## config.mk

```make
export PLATFORM = sky130hd
export DESIGN_NAME = countdown_timer_fsm
export DESIGN_NICKNAME = d
export VERILOG_FILES = /design/src/rtl/timer_pkg.sv /design/src/rtl/tick_prescaler.sv /design/src/rtl/countdown_timer_fsm.sv
export SDC_FILE = /design/constraint.sdc
export NUM_CORES = 1
export LEC_CHECK = 0
export CAP_MARGIN = 20
export CORE_MARGIN = 2
export CORE_UTILIZATION = 50
export CTS_BUF_LIST = sky130_fd_sc_hd__clkbuf_16
export CTS_CLUSTER_SIZE = 16
export DETAILED_ROUTE_END_ITERATION = 8
export PLACE_DENSITY = 0.72
export SYNTH_ARGS = -nofsm -noshare
export SYNTH_HDL_FRONTEND = slang
export SYNTH_HIERARCHICAL = 1
export SYNTH_SLANG_ARGS = --single-unit
export TNS_END_PERCENT = 30
```

## constraint.sdc

```tcl
create_clock -name clk -period 8.2 [get_ports clk]
set_clock_uncertainty 0.05 [all_clocks]
set_input_delay 0.82 -clock clk [delete_from_list [all_inputs] [get_ports clk]]
set_output_delay 0.82 -clock clk [all_outputs]
set_load 0.03 [all_outputs]
```

## src/rtl/timer_pkg.sv

```systemverilog
// Shared definitions for the countdown timer: FSM state encoding and the
// default prescaler ratio for a 1 s base tick from a 50 MHz clock.
package timer_pkg;

  // Two-bit state encoding of the countdown FSM.
  typedef enum logic [1:0] {
    IDLE    = 2'd0,
    RUNNING = 2'd1,
    PAUSED  = 2'd2,
    EXPIRED = 2'd3
  } state_t;

  // 50 MHz clock divided down to a 1 s base tick.
  localparam int unsigned DEFAULT_TICK_DIV = 50_000_000;

endpackage

```

## src/rtl/tick_prescaler.sv

```systemverilog
// Base-tick prescaler: counts enabled clk cycles and flags the last cycle of
// each DIV-cycle period. The tick is combinational so the FSM can act on it
// in the same cycle; clr has priority over en and forces the count to zero.
module tick_prescaler #(
  parameter int unsigned DIV = 4
) (
  input  logic clk,
  input  logic reset_n,
  input  logic en,
  input  logic clr,
  output logic tick
);

  localparam int unsigned PW = (DIV > 1) ? $clog2(DIV) : 1;
  localparam logic [PW-1:0] LAST = PW'(DIV - 1);

  logic [PW-1:0] count_r;

  assign tick = en & (count_r == LAST);

  // Prescaler count: clear, wrap on the last cycle, or advance while enabled.
  always_ff @(posedge clk or negedge reset_n) begin
    if (!reset_n) begin
      count_r <= {PW{1'b0}};
    end else if (clr) begin
      count_r <= {PW{1'b0}};
    end else if (en) begin
      if (count_r == LAST) begin
        count_r <= {PW{1'b0}};
      end else begin
        count_r <= count_r + PW'(1);
      end
    end else begin
      count_r <= count_r;
    end
  end

endmodule

```

## src/rtl/countdown_timer_fsm.sv

```systemverilog
// Programmable countdown timer for game timing (round clock, power-up
// duration, periodic pacing). Counts load_val base ticks down to zero with
// pause/resume, abort and one-shot or auto-reload behaviour.
// Optional feature macro: COUNTDOWN_WARN_EN adds a registered low-time warn
// flag; without it warn is tied low.
module countdown_timer_fsm
  import timer_pkg::*;
#(
  parameter int unsigned TICK_DIV   = DEFAULT_TICK_DIV,
  parameter int unsigned CNT_W      = 8,
  parameter int unsigned WARN_LEVEL = 5
) (
  input  logic             clk,
  input  logic             reset_n,
  input  logic             start,
  input  logic             stop,
  input  logic             pause,
  input  logic             resume,
  input  logic             auto_reload,
  input  logic [CNT_W-1:0] load_val,
  output logic [CNT_W-1:0] remaining,
  output logic             busy,
  output logic             paused,
  output logic             expire_tick,
  output logic             warn
);

  localparam logic [CNT_W-1:0] ZERO = {CNT_W{1'b0}};
  localparam logic [CNT_W-1:0] ONE  = CNT_W'(1);

  state_t           state_r;
  state_t           state_nxt_s;
  state_t           load_state_s;
  logic [CNT_W-1:0] remaining_r;
  logic [CNT_W-1:0] rem_nxt_s;
  logic             tick_s;
  logic             en_s;
  logic             clr_s;

  // A WARN_LEVEL of zero means the warning can never assert.
  if (WARN_LEVEL == 0) begin : g_warn_never_fires
  end

  // The prescaler only runs in RUNNING cycles that take no command; it is
  // cleared whenever the count is (re)loaded, aborted or parked.
  assign en_s  = (state_r == RUNNING) & ~stop & ~start & ~pause;
  assign clr_s = (state_r == IDLE) | (state_r == EXPIRED) | start | stop;

  // Loading zero expires immediately instead of running.
  assign load_state_s = (load_val == ZERO) ? EXPIRED : RUNNING;

  tick_prescaler #(
    .DIV (TICK_DIV)
  ) u_prescaler (
    .clk     (clk),
    .reset_n (reset_n),
    .en      (en_s),
    .clr     (clr_s),
    .tick    (tick_s)
  );

  // Next-state and next-count logic; command priority stop > start > pause > resume.
  always_comb begin
    state_nxt_s = state_r;
    rem_nxt_s   = remaining_r;
    case (state_r)
      IDLE: begin
        if (stop) begin
          state_nxt_s = IDLE;
          rem_nxt_s   = ZERO;
        end else if (start) begin
          state_nxt_s = load_state_s;
          rem_nxt_s   = load_val;
        end else begin
          state_nxt_s = IDLE;
          rem_nxt_s   = ZERO;
        end
      end
      RUNNING: begin
        if (stop) begin
          state_nxt_s = IDLE;
          rem_nxt_s   = ZERO;
        end else if (start) begin
          state_nxt_s = load_state_s;
          rem_nxt_s   = load_val;
        end else if (pause) begin
          state_nxt_s = PAUSED;
          rem_nxt_s   = remaining_r;
        end else if (tick_s) begin
          if (remaining_r <= ONE) begin
            state_nxt_s = EXPIRED;
            rem_nxt_s   = ZERO;
          end else begin
            state_nxt_s = RUNNING;
            rem_nxt_s   = remaining_r - ONE;
          end
        end else begin
          state_nxt_s = RUNNING;
          rem_nxt_s   = remaining_r;
        end
      end
      PAUSED: begin
        if (stop) begin
          state_nxt_s = IDLE;
          rem_nxt_s   = ZERO;
        end else if (start) begin
          state_nxt_s = load_state_s;
          rem_nxt_s   = load_val;
        end else if (resume) begin
          state_nxt_s = RUNNING;
          rem_nxt_s   = remaining_r;
        end else begin
          state_nxt_s = PAUSED;
          rem_nxt_s   = remaining_r;
        end
      end
      EXPIRED: begin
        if (stop) begin
          state_nxt_s = IDLE;
          rem_nxt_s   = ZERO;
        end else if (start | auto_reload) begin
          state_nxt_s = load_state_s;
          rem_nxt_s   = load_val;
        end else begin
          state_nxt_s = IDLE;
          rem_nxt_s   = ZERO;
        end
      end
      default: begin
        state_nxt_s = IDLE;
        rem_nxt_s   = ZERO;
      end
    endcase
  end

  // State and remaining-count registers.
  always_ff @(posedge clk or negedge reset_n) begin
    if (!reset_n) begin
      state_r     <= IDLE;
      remaining_r <= ZERO;
    end else begin
      state_r     <= state_nxt_s;
      remaining_r <= rem_nxt_s;
    end
  end

  assign remaining   = remaining_r;
  assign busy        = (state_r != IDLE);
  assign paused      = (state_r == PAUSED);
  assign expire_tick = (state_r == EXPIRED);

`ifdef COUNTDOWN_WARN_EN
  localparam logic [CNT_W-1:0] WARN_THR = CNT_W'(WARN_LEVEL);

  logic warn_r;
  logic warn_nxt_s;

  // Warning follows the next count while running, freezes while paused.
  always_comb begin
    warn_nxt_s = 1'b0;
    case (state_nxt_s)
      RUNNING: warn_nxt_s = (rem_nxt_s != ZERO) && (rem_nxt_s <= WARN_THR);
      PAUSED:  warn_nxt_s = warn_r;
      default: warn_nxt_s = 1'b0;
    endcase
  end

  // Registered warning flag.
  always_ff @(posedge clk or negedge reset_n) begin
    if (!reset_n) begin
      warn_r <= 1'b0;
    end else begin
      warn_r <= warn_nxt_s;
    end
  end

  assign warn = warn_r;
`else
  assign warn = 1'b0;
`endif

endmodule

```

## After elaboration in Yosys (flattened, before gate mapping)

Index checks and enable logic that the tools add are counted.

- Flip-flop bits (word level): 36
- Input port bits: 15
- Output and inout port bits: 12

- $add $sub $neg: 2
- $lt $le $gt $ge: 1
- Equal/unequal tests: 7
- Mux-type cells: 29
- Bitwise operators: 11
- Reductions and logical operators: 5

Operators by type and width:

| operator | count |
|---|---|
| $mux 8 | 11 |
| $mux 26 | 3 |
| $pmux 8 s4 | 1 |
| $add 26x1->26 const B | 1 |
| $eq 26x26->1 const B | 1 |
| $mux 2 | 13 |
| $le 8x1->1 const B | 1 |
| $logic_not 8->1 | 1 |
| $ne 4x4->1 const B | 2 |
| $pmux 2 s4 | 1 |
| $sub 8x1->8 const B | 1 |
| $and 1x1->1 | 4 |
| $eq 2x2->1 const B | 2 |
| $or 1x1->1 | 4 |
| $reduce_bool 2->1 | 2 |
| $ne 3x3->1 const B | 1 |
| $not 1->1 | 3 |
| $reduce_and 3->1 | 1 |
| $eq 2x1->1 const B | 1 |
| $logic_not 2->1 | 1 |

## Longest topological paths before layout

- Depth in word-level cells: 10
- Depth in mapped cells: 11
- Depth with buffers taken out: 9

## Cells and area by module

Netlist, hierarchy kept.

By module, submodules not included:

| module | instances | cells an instance | area an instance (µm²) | seq. area each (µm²) |
|---|---|---|---|---|
| tick_prescaler | 1 | 173 | 1551.5 | 650.6 |
| countdown_timer_fsm | 1 | 102 | 895.9 | 250.2 |

## Worst setup path before layout

OpenSTA, ideal clock, no wires.

- Kind: in2reg
- Start: input port stop
- End: register remaining_r[4] (netlist: remaining[4])
- Library setup time: 124 ps
- Data arrival time: 3368 ps
- Data required time: 8026 ps
- Setup slack: 4658 ps
- Stages on the path: 10
- Cell sequence: buf_6 -> nor4b_1 -> clkbuf_1 -> inv_1 -> nor4_1 -> or3b_1 -> and3_1 -> clkbuf_1 -> a32o_1 -> a211o_1

- Cells in the longest elaborated chain, start to end: 7
- Elaborated cells between the ends (all ways): 14
- Classes of those cells: eq/ne (3); mux (5); bitwise (5); reduce/logical (1)

Ends and longest elaborated chain:

| element | RTL line | text |
|---|---|---|
| start, declared | countdown_timer_fsm.sv:16 | `input logic stop,` |
| $not 1->1 | countdown_timer_fsm.sv:46 | `assign en_s = (state_r == RUNNING) & ~stop & ~start & ~pause;` |
| $and 1x1->1 (3 in a row) | countdown_timer_fsm.sv:46 |  |
| named net en_s | countdown_timer_fsm.sv:37 | `logic en_s;` |
| $and 1x1->1 | tick_prescaler.sv:19 | `assign tick = en & (count_r == LAST);` |
| named net tick_s | countdown_timer_fsm.sv:36 | `logic tick_s;` |
| $ne 4x4->1 (no source line) | - |  |
| $reduce_and 3->1 (no source line) | - |  |
| end signal, assigned | countdown_timer_fsm.sv:143 | `remaining_r <= rem_nxt_s;` |
| end, declared | countdown_timer_fsm.sv:34 | `logic [CNT_W-1:0] remaining_r;` |

The timed path passes the listed nets, and every way through them passes these cells.
A chain may end at the register's enable or synchronous reset.

## Final worst setup path

- Start: input port stop
- End: register remaining_r[5] (netlist: remaining[5])

The elaborated chain is that of the path after synthesis.

==> impl_metrics.json <==
{
  "synth_seq_cells": 36,
  "netSwitchingPower_mw": 0.106,
  "syn_avg_cell_area_um2": 8.90,
  "grt_pass1_vias": 2105,
  "clk_pin_slew_ps": 50,
  "core_mm2": 0.00472,
  "wl_um": 5670,
  "p_comb_share_pct": 12.4,
  "cts_buffers": 5,
  "cp_data_required_time_ps": 8370,
  "firstDrtPassIters": 6,
  "worst_pin_slew_ps": 1070,
  "hold_buffers": 0,
  "h-tree-depth": 2,
  "setup_tns_ps": 0,
  "cp-end-kind": "flop",
  "syn_area_mm2": 0.00245,
  "min_period_over_period_pct": 43.9,
  "die-area_mm2": 0.00547,
  "drive_gt1_share_pct": 7.41,
  "synth_common_cells": "dfrtp_1 (36), nand2_1 (20), nor2_1 (20)",
  "vias": 2254,
  "postCtsSetupRepairBufs": 0,
  "rsz0062_at_grt": "false",
  "fmax_ghz": 0.278,
  "initial_core_util_pct": 51.8,
  "p_seq_share_pct": 44.1,
  "yosysWarnings": 6,
  "io_buffers": 25,
  "area_delta_synth_final_pct": 16.4,
  "min_path_type": "reg2reg",
  "ys_types": 52,
  "arrival_ps": 3770,
  "outcome": "finished, final reports clean",
  "wl_per_cell_um": 15.6,
  "start_kind": "input port",
  "drtIter0Drc": 135,
  "root_buffer": "clkbuf_16",
  "grt_pass1_wl_um": 9640,
  "postCtsResizedCells": 0,
  "synth-async-reset-ratio_pct": 100,
  "drc": 0,
  "hold_viol_final": 0,
  "cts_max_path_buffers": 2,
  "nNetsFinal": 319,
  "gp_congestion": 0.836,
  "netlist_top_cells_area": "dfrtp_1 (37%), ha_1 (4.1%), a21oi_1 (3.5%)",
  "drtAntennaViolNets": 0,
  "rows": 25,
  "synth_nets": 298,
  "synth_edf_count": 0,
  "max_cap_violations": 0,
  "cts_tree": "built",
  "p_int_mw": 0.311,
  "grt-ovfl-total": 0,
  "worst_ir_drop_vdd_mv": 0.115,
  "final_util_pct": 60.3,
  "power.leakage_nw": 1.07,
  "clock-sinks": 36,
  "vias_per_cell": 6.19,
  "pwr-share-clk_pct": 43.5,
  "period_minus_slack_ps": 3600,
  "max_slew_margin_pct": 28.1,
  "setup_viol": 0,
  "ys_seq_area_share_pct": 36.8,
  "die_w_um": 74.0,
  "dp_hpwl_um": 4030,
  "synth.largest_area_cell": "dfrtp_1",
  "slew_violations": 0,
  "switching_share_pct": 25.4,
  "yosysMostFrequentCell": "dfrtp_1",
  "grtUsageTotal_pct": 22.7,
  "yosys.area.top_type_share_pct": 36.8,
  "fillers": 413,
  "placed_area_mm2": 0.00271,
  "antenna_found_initial": 0,
  "syn-instance-count": 275,
  "clock_insertion_delay_worst_skew_ps": 280,
  "fp.dieH_um": 74.0,
  "finalInstanceArea_mm2": 0.00285,
  "power.density_mw_per_mm2": 147,
  "crit_fanout": 13,
  "diodes": 0,
  "synth-main-ff-cell": "dfrtp_1",
  "worst-setup-path-type": "in2reg",
  "io-pin-count": 27,
  "grt_max_degree": 37
}
[area by class of cell]
type	instances	area [um^2]	share of cell area, %
clock buffers	5	125	4.39
clock inverters	3	13.8	0.483
inverters	13	48.8	1.71
multi-input cells	214	1420	50.0
flip-flops and latches	36	901	31.6
well taps	67	83.8	2.94
repair buffers	26	253	8.88
[cells by family after synthesis]
logic type	synth area share, %
simple gates	32.4
compound gates	18.4
flops	36.8
buf+inv	5.32
xor+xnor	2.86
fa+ha+maj	4.09
other cells	0.153
[routing by layer]
layer,track usage [%],routed length [um],up-vias
met4,8.89,81,0
li1,-,-,1096
met5,0,0,-
met3,4.88,267,8
met2,36.0,2680,66
met1,30.6,2630,1084
[path summary, 6_finish.rpt]
| kind | slack (ps) | endpoint | start | cells past startpoint |
|---|---|---|---|---|
| max | 4600 | remaining[5] | stop | 9 |
| min | 510 | u_prescaler/count_r[25] | u_prescaler/count_r[25] | 2 |
| max reg2reg | 5070 | remaining[5] | state_r[1] | 10 |
| min reg2reg | 510 | u_prescaler/count_r[25] | u_prescaler/count_r[25] | 2 |
| max in group asynchronous | 7000 | u_prescaler/count_r[24] | reset_n | 1 |
| min in group asynchronous | 580 | state_r[0] | reset_n | 1 |
[state kept, by name (all words and copies together) (netlist names)]
signal	count
u_prescaler/count_r	26
remaining	8
state_r	2
[power by group through the flow]
stage	logic (mW)	clock network (mW)	registers, mW
finish	0.0517	0.181	0.184
global route	0.0570	0.193	0.185
CTS	0.0521	0.186	0.184
detailed placement	0.0518	0	0.187
global placement	0.0517	0	0.187
floorplan	0.0260	0	0.191
[worst max-delay path, cell delays in order]
cell,delay [ps]
clkdlybuf4s50_1,580
nor4b_2,310
buf_4,220
inv_1,80
nor4_1,440
or3b_1,430
and3_1,290
nor4_4,370
a221o_1,230
[metrics by stage]
stage / total power, mW / hold slack (ps) / instances / setup slack [ps]
floorplan: 0.217 / 473 / 275 / 4660
CTS: 0.423 / 519 / 364 / 4580
detailed placement: 0.239 / 511 / 356 / 4300
finish: 0.417 / 515 / 364 / 4600
global placement: 0.239 / 498 / 356 / 4380
global route: 0.434 / 562 / 364 / 4300
[placed cells by master, fill, tap and decap left out, drive strengths merged, types with 6 or more instances in the layout]
master         count
and3               8
clkdlybuf4s50     24
xor2               6
nor4               9
nor2              20
nand2             21
nor3              11
ha                 8
a21oi             17
nand3             15
inv               13
o31ai             10
or4               11
or3                8
nand4             14
o21ai              7
dfrtp             36
(Power assumes the default switching activity.)
